<file path="config.mk">
export PLATFORM = sky130hd
export DESIGN_NAME = pwm_capture
export DESIGN_NICKNAME = d
export VERILOG_FILES = /design/src/rtl/pwm_pkg.sv /design/src/rtl/sync_ff.sv /design/src/rtl/pwm_capture.sv
export SDC_FILE = /design/constraint.sdc
export NUM_CORES = 1
export LEC_CHECK = 0
export BUFFER_PORTS_ARGS = -buffer_cell sky130_fd_sc_hd__buf_4
export CAP_MARGIN = 10
export CORE_MARGIN = 1.5
export CORE_UTILIZATION = 60
export DETAILED_ROUTE_END_ITERATION = 10
export MAX_ROUTING_LAYER = met4
export PLACE_DENSITY = 0.83
export RECOVER_POWER = 100
export SLEW_MARGIN = 40
export SYNTH_ARGS = -nofsm -noshare
export SYNTH_HDL_FRONTEND = slang
export SYNTH_SLANG_ARGS = --single-unit
</file>
<file path="constraint.sdc">
create_clock -name clk -period 3.5 [get_ports clk]
set_clock_uncertainty 0.1 [all_clocks]
set_input_delay 0.7 -clock clk [delete_from_list [all_inputs] [get_ports clk]]
set_output_delay 0.7 -clock clk [all_outputs]
set_load 0.1 [all_outputs]
</file>
<file path="src/rtl/pwm_pkg.sv">
// Shared constants and types for the PWM generator and pwm_capture.
//   PWM_PERIOD  - frame length in clocks
//   PWM_LEVEL_W - width of the duty level byte
//   PWM_CNT_W   - width of the frame/high/run counters (one bit wider than a level)
package pwm_pkg;

    localparam int PWM_PERIOD  = 256;
    localparam int PWM_LEVEL_W = 8;
    localparam int PWM_CNT_W   = 9;

    typedef enum logic {
        ST_IDLE,
        ST_MEASURE
    } cap_state_e;

    // Saturating increment: counters stick at all-ones instead of wrapping,
    // so an overlong frame can never alias back to a legal length.
    function automatic logic [PWM_CNT_W-1:0] sat_inc(input logic [PWM_CNT_W-1:0] v);
        return (&v) ? v : v + PWM_CNT_W'(1);
    endfunction

endpackage

</file>
<file path="src/rtl/sync_ff.sv">
// N-stage flop synchronizer for an asynchronous single-bit input.
//   clk   - destination clock
//   rst_n - asynchronous active-low reset, clears every stage to 0
//   d_i   - asynchronous input
//   q_o   - synchronized output, STAGES clocks behind d_i
module sync_ff #(
    parameter int STAGES = 2
) (
    input  logic clk,
    input  logic rst_n,
    input  logic d_i,
    output logic q_o
);

    logic [STAGES-1:0] sync_q;

    always_ff @(posedge clk or negedge rst_n) begin
        if (!rst_n) begin
            sync_q <= '0;
        end else begin
            sync_q <= {sync_q[STAGES-2:0], d_i};
        end
    end

    assign q_o = sync_q[STAGES-1];

endmodule

</file>
<file path="src/rtl/pwm_capture.sv">
// Recovers the duty level of a fixed-frame PWM waveform.
//   clk        - system clock
//   reset      - asynchronous active-low reset
//   pwm_in     - raw PWM pin, asynchronous to clk
//   level      - last decoded duty level, held between updates
//   valid      - one-cycle pulse whenever level is written
//   period_err - one-cycle pulse when a rise-to-rise frame is not PERIOD long
//   stuck_high - one-cycle pulse when the input has stayed high for PERIOD clocks
module pwm_capture
    import pwm_pkg::*;
#(
    parameter int PERIOD      = PWM_PERIOD,
    parameter int SYNC_STAGES = 2
) (
    input  logic                   clk,
    input  logic                   reset,
    input  logic                   pwm_in,
    output logic [PWM_LEVEL_W-1:0] level,
    output logic                   valid,
    output logic                   period_err,
    output logic                   stuck_high
);

    localparam logic [PWM_CNT_W-1:0] PERIOD_C = PWM_CNT_W'(PERIOD);
    localparam logic [PWM_CNT_W-1:0] ONE_C    = PWM_CNT_W'(1);

    logic pwm_s;
    logic pwm_d_q;
    logic rise;
    logic change;
    logic timeout;

    cap_state_e             state_q, state_d;
    logic [PWM_CNT_W-1:0]   period_cnt_q, period_cnt_d;
    logic [PWM_CNT_W-1:0]   high_cnt_q, high_cnt_d;
    logic [PWM_CNT_W-1:0]   run_cnt_q, run_cnt_d;
    logic [PWM_CNT_W-1:0]   run_inc;
    logic [PWM_LEVEL_W-1:0] level_q, level_d;
    logic                   valid_q, valid_d;
    logic                   err_q, err_d;
    logic                   stuck_q, stuck_d;

    sync_ff #(.STAGES(SYNC_STAGES)) u_sync (
        .clk   (clk),
        .rst_n (reset),
        .d_i   (pwm_in),
        .q_o   (pwm_s)
    );

    assign rise    = pwm_s & ~pwm_d_q;
    assign change  = pwm_s ^ pwm_d_q;
    assign run_inc = run_cnt_q + ONE_C;
    // Any edge restarts the run counter, so a timeout can never coincide with a rise.
    assign timeout = ~change && (run_inc == PERIOD_C);

    always_comb begin
        state_d      = state_q;
        period_cnt_d = period_cnt_q;
        high_cnt_d   = high_cnt_q;
        level_d      = level_q;
        valid_d      = 1'b0;
        err_d        = 1'b0;
        stuck_d      = 1'b0;
        run_cnt_d    = (change || timeout) ? '0 : run_inc;

        if (timeout) begin
            // Flat input for a whole frame: report 0% or 100% duty and drop the open frame.
            level_d = pwm_s ? '1 : '0;
            valid_d = 1'b1;
            stuck_d = pwm_s;
            state_d = ST_IDLE;
        end else begin
            unique case (state_q)
                ST_IDLE: begin
                    if (rise) begin
                        period_cnt_d = ONE_C;
                        high_cnt_d   = ONE_C;
                        state_d      = ST_MEASURE;
                    end
                end
                ST_MEASURE: begin
                    if (rise) begin
                        if (period_cnt_q == PERIOD_C) begin
                            // A legal frame has 1..255 high clocks, so the byte slice is exact.
                            level_d = high_cnt_q[PWM_LEVEL_W-1:0];
                            valid_d = 1'b1;
                        end else begin
                            err_d = 1'b1;
                        end
                        period_cnt_d = ONE_C;
                        high_cnt_d   = ONE_C;
                    end else begin
                        period_cnt_d = sat_inc(period_cnt_q);
                        if (pwm_s) begin
                            high_cnt_d = sat_inc(high_cnt_q);
                        end
                    end
                end
                default: state_d = ST_IDLE;
            endcase
        end
    end

    always_ff @(posedge clk or negedge reset) begin
        if (!reset) begin
            state_q      <= ST_IDLE;
            pwm_d_q      <= 1'b0;
            period_cnt_q <= '0;
            high_cnt_q   <= '0;
            run_cnt_q    <= '0;
            level_q      <= '0;
            valid_q      <= 1'b0;
            err_q        <= 1'b0;
            stuck_q      <= 1'b0;
        end else begin
            state_q      <= state_d;
            pwm_d_q      <= pwm_s;
            period_cnt_q <= period_cnt_d;
            high_cnt_q   <= high_cnt_d;
            run_cnt_q    <= run_cnt_d;
            level_q      <= level_d;
            valid_q      <= valid_d;
            err_q        <= err_d;
            stuck_q      <= stuck_d;
        end
    end

    assign level      = level_q;
    assign valid      = valid_q;
    assign period_err = err_q;
    assign stuck_high = stuck_q;

endmodule

</file>
# After elaboration in Yosys (flattened, before gate mapping)
# Cells that the tools add are included.
[word_totals]
reg_bits = 42
input_bits = 3
elab_cells = 61
[op_classes]
n_addsub = 3
eq_ne = 6
mux = 26
n_bitwise = 6
reduce_logical = 10
[ops]
columns = ["cell", "n"]
rows = [
  ["2-to-1 mux 9 bit", 7],
  ["2-to-1 mux 8 bit", 5],
  ["one-hot mux 9 bit (2 select lines)", 2],
  ["adder 9 x 1 -> 9 bit (second input constant)", 3],
  ["== test 9 bit (second input constant)", 2],
  ["AND reduction 9 bit", 2],
  ["2-to-1 mux 1 bit", 12],
  ["!= test 3 bit (second input constant)", 2],
  ["AND reduction 3 bit", 2],
  ["nonzero test 2 bit", 3],
  ["inverter 1 bit", 4],
  ["AND reduction 4 bit", 1],
  ["!= test 3 x 2 -> 1 bit (second input constant)", 1],
  ["!= test 2 bit (second input constant)", 1],
  ["bitwise AND 1 bit", 1],
  ["logical AND 1 bit", 1],
  ["logical OR 1 bit", 1],
  ["XOR 1 bit", 1],
]

# Depth between registers and ports, before layout
[depth]
depth_word = 5
depth_mapped = 11

# By module
# A second synthesis with hierarchy kept.
[unflattened]
cells_unflattened = 239
area_unflattened_um2 = 2306.0
[by_module_without_submodules]
columns = ["module", "n_inst", "cells_per_inst", "area_per_inst_um2", "seq_area_each_um2"]
rows = [
  ["pwm_capture", 1, 237, 2255.9, 1001.0],
  ["sync_ff", 1, 2, 50.0, 50.0],
]

# Worst setup path after synthesis
# OpenSTA, ideal clock, no wires.
[synth_path]
kind = "reg2reg"
from = "register high_cnt_q[0]"
to = "register high_cnt_q[7]"
setup_time_ns = 0.104
arrival_ns = 2.374
required_time_ns = 3.296
setup_slack_ns = 0.922
path_stages_with_launch = 10
synth_period_minus_slack_ns = 2.578
cell_sequence = "dfrtp_1 -> ha_1 -> and3_1 -> and3_1 -> and3_1 -> ha_1 -> a21boi_1 -> nand2_1 -> or3_1 -> o311ai_1"
[synth_between]
elab_chain_cells = 5
[synth_rtl]
columns = ["element", "line_no", "rtl"]
rows = [
  ["start: declaration", "pwm_capture.sv:35", "logic [PWM_CNT_W-1:0] high_cnt_q, high_cnt_d;"],
  ["start signal: assignment", "pwm_capture.sv:119", "high_cnt_q <= high_cnt_d;"],
  ["adder 9 x 1 -> 9 bit", "pwm_pkg.sv:19", "return (&v) ? v : v + PWM_CNT_W'(1);"],
  ["2-to-1 mux 9 bit", "pwm_pkg.sv:19", ""],
  ["2-to-1 mux 9 bit", "pwm_capture.sv:94", "if (pwm_s) begin"],
  ["2-to-1 mux 9 bit", "pwm_capture.sv:82", "if (rise) begin"],
  ["one-hot mux 9 bit (2 select lines)", "pwm_capture.sv:73", "unique case (state_q)"],
]
# Parallel ways exist; a longest one is shown, timed or not. The select of a mux whose other input is x is not followed.
# A chain may end at the register's enable or synchronous reset.

# Final worst setup path
[layout_path]
from = "register run_cnt_q[3]"
to = "register period_cnt_q[1]"
[layout_between]
elab_chain_cells = 5
[layout_rtl]
columns = ["element", "line_no", "rtl"]
rows = [
  ["start: declaration", "pwm_capture.sv:36", "logic [PWM_CNT_W-1:0] run_cnt_q, run_cnt_d;"],
  ["start signal: assignment", "pwm_capture.sv:120", "run_cnt_q <= run_cnt_d;"],
  ["adder 9 x 1 -> 9 bit", "pwm_capture.sv:52", "assign run_inc = run_cnt_q + ONE_C;"],
  ["== test 9 bit", "pwm_capture.sv:54", "assign timeout = ~change && (run_inc == PERIOD_C);"],
  ["logical AND 1 bit", "pwm_capture.sv:54", ""],
  ["inverter 1 bit (no source line)", "-", ""],
  ["AND reduction 3 bit (no source line)", "-", ""],
  ["end signal: assignment", "pwm_capture.sv:118", "period_cnt_q <= period_cnt_d;"],
  ["end: declaration", "pwm_capture.sv:34", "logic [PWM_CNT_W-1:0] period_cnt_q, period_cnt_d;"],
]
# Every way passes these cells.

==> results.sh <==
export IMPL_status="finished, violations left"
export IMPL_violations="max-capacitance violations, max-slew violations"
export IMPL_cts_setup_buffers=0
export IMPL_clk_latency_ns=0.30
export IMPL_wire_per_inst_um=15.5
export IMPL_die_w_um=64.7
export IMPL_cp_max_fo=16
export IMPL_diodes=0
export IMPL_drc_errors=0
export IMPL_cts_root_buf="clkbuf_8"
export IMPL_ys_warn_count=0
export IMPL_cts_clk_slew_worst_paths_ns=0.08
export IMPL_syn_inst=240
export IMPL_hold_buffers=0
export IMPL_drt_total_wl_um=4620
export IMPL_design_die_area_um2=4190
export IMPL_gp_congestion=0.872
export IMPL_whs_ns=0.265
export IMPL_worstMarginPinSlew_ns=2.17
export IMPL_grt_pass1_wl_um=7890
export IMPL_clk_path_buf_depth=2
export IMPL_grt_max_degree=43
export IMPL_crit_required_ns=3.59
export IMPL_synth_area_leaders="dfrtp_1 (46%), a21oi_1 (4.4%), ha_1 (4.4%)"
export IMPL_critPathCaptureType="flip-flop"
export IMPL_final_cell_area_um2=2420
export IMPL_ys_ff_latch=42
export IMPL_fmax_ghz=0.340
export IMPL_crit_type="reg2reg"
export IMPL_syn_to_final_growth_pct=6.08
export IMPL_min_period_ns=2.95
export IMPL_drive_gt1_frac=0.0637
export IMPL_syn_area_per_cell_um2=9.52
export IMPL_netlist_area_leader_share=0.460
export IMPL_tns_ns=0
export IMPL_synthTopCellsByCount="dfrtp_1 (42), a21oi_1 (20), o21ai_0 (20)"
export IMPL_synth_edf_count=0
export IMPL_multi_input_area_um2=1080
export IMPL_antenna_left=0
export IMPL_cp_arrival_ns=3.04
export IMPL_hold_violations=0
export IMPL_die_height_um=64.7
export IMPL_clkSinkCount=42
export IMPL_synthArstFlopShare=1.00
export IMPL_ctsResizeCount=0
export IMPL_hp_class="reg2reg"
export IMPL_io_pins=14
export IMPL_yosys_area_top_type="dfrtp_1"
export IMPL_ir_worst_vdd_mv=0.300
export IMPL_synth_seq_area_share=0.460
export IMPL_syn_num_nets=251
export IMPL_finalPower_mw=1.18
export IMPL_io_buffers=13
export IMPL_fin_nets=261
export IMPL_rsz0062_at_grt="no"
export IMPL_core_um2=3660
export IMPL_rows=22
export IMPL_tritoncts="built"
export IMPL_grt_use_total=0.250
export IMPL_yosysUniqueCellTypes=48
export IMPL_yosysMostFrequentCell="dfrtp_1"
export IMPL_fin_crit_sh=0.842
export IMPL_setup_viol=0
export IMPL_max_slew_margin=-0.444
export IMPL_ys_flop_type="dfrtp_1"
export IMPL_antenna_found_initial=0
export IMPL_numCtsBuffers=5
export IMPL_finalMaxSlewViolations=43
export IMPL_grt_overflow_total=0
export IMPL_crit_path_start_kind="flip-flop"
export IMPL_start_util=0.624
export IMPL_drv_cap=1
export IMPL_final_util=0.662
export IMPL_synth_area_um2=2290
export IMPL_dpl_cell_area_um2=2390
export IMPL_n_fill_cell=299
export IMPL_grt_pass1_vias=1664
export IMPL_first_pass_iters=4
export IMPL_seq_area_um2=1050
export IMPL_leakagePower_nw=1.08
export IMPL_htreeDepth=2
export IMPL_via_count=1837
export IMPL_drt_iter0_markers=175
export IMPL_p_per_area_nw_per_um2=487
export IMPL_dp_hpwl_um=3050
export IMPL_via_per_inst=6.14
[cells in the final DEF, fill, tap and decap left out, drive strengths merged, types with 6 or more instances in the layout]
cell type / count
nand3: 12
nand2: 16
ha: 8
nor2: 17
xnor2: 7
nand4: 10
mux2i: 6
clkbuf: 20
inv: 13
and3: 7
dfrtp: 42
a21oi: 20
o21ai: 21
[registers in the layout (all words and copies together), names as in the netlist]
| register | flops |
|---|---|
| pwm_d_q | 1 |
| stuck_high | 1 |
| valid | 1 |
| high_cnt_q | 9 |
| period_cnt_q | 9 |
| run_cnt_q | 9 |
| level | 8 |
| u_sync.sync_q | 2 |
| period_err | 1 |
| state_q | 1 |
[stage by stage]
stage | instances | setup WS [ns]
finish | 299 | 0.555
global route | 299 | 0.297
CTS | 299 | 0.788
detailed placement | 291 | 0.798
global placement | 291 | 0.866
floorplan | 240 | 0.922
[area by class of cell]
cell class	instances	area share
timing repair buffer	18	0.0372
sequential	42	0.433
inverter	13	0.0201
clock inverter	1	0.00206
multi-input combinational	170	0.447
clock buffer	7	0.0356
tap	48	0.0248
[power by group]
group / internal (mW) / switching (mW) / total [mW]
sequential: 0.555 / 0.0878 / 0.643
combinational: 0.0982 / 0.123 / 0.222
clock: 0.159 / 0.157 / 0.316
[metal layers]
metal | track usage | up-vias | routed length, um
met4 | 0.0612 | 0 | 34
met5 | - | - | 0
met3 | 0.0573 | 5 | 212
met1 | 0.361 | 904 | 2210
li1 | - | 886 | -
met2 | 0.362 | 42 | 2170
[critical path, cell delays in order, from the launching register on]
cell	delay [ns]
dfrtp_1	0.44
and4_1	0.30
a211o_1	0.32
a211oi_1	0.54
and3_1	0.57
buf_4	0.27
nor2_2	0.04
a32o_1	0.26
[worst paths after layout]
path / from / endpoint / slack [ns] / cells past startpoint
setup / recovery: run_cnt_q[3] / period_cnt_q[1] / 0.55 / 7
hold / removal: u_sync.sync_q[0] / u_sync.sync_q[1] / 0.26 / 0
setup reg to reg: run_cnt_q[3] / period_cnt_q[1] / 0.55 / 7
hold reg to reg: u_sync.sync_q[0] / u_sync.sync_q[1] / 0.26 / 0
max in group asynchronous: reset / valid / 1.13 / 1
min in group asynchronous: reset / period_cnt_q[7] / 0.94 / 1
[kinds of logic (layout without fill, tap and decap cells)]
logic type,count (synthesis),after routing,share of synthesized area
DFF,42,42,0.460
and+or+nand+nor,76,76,0.174
AOI/OAI and AO/OA,70,70,0.195
muxes,6,6,0.0263
adders and majority gates,8,8,0.0438
buffers and inverters,28,39,0.0629
xor gates and xnor gates,10,10,0.0383
(Power assumes the default switching activity.)
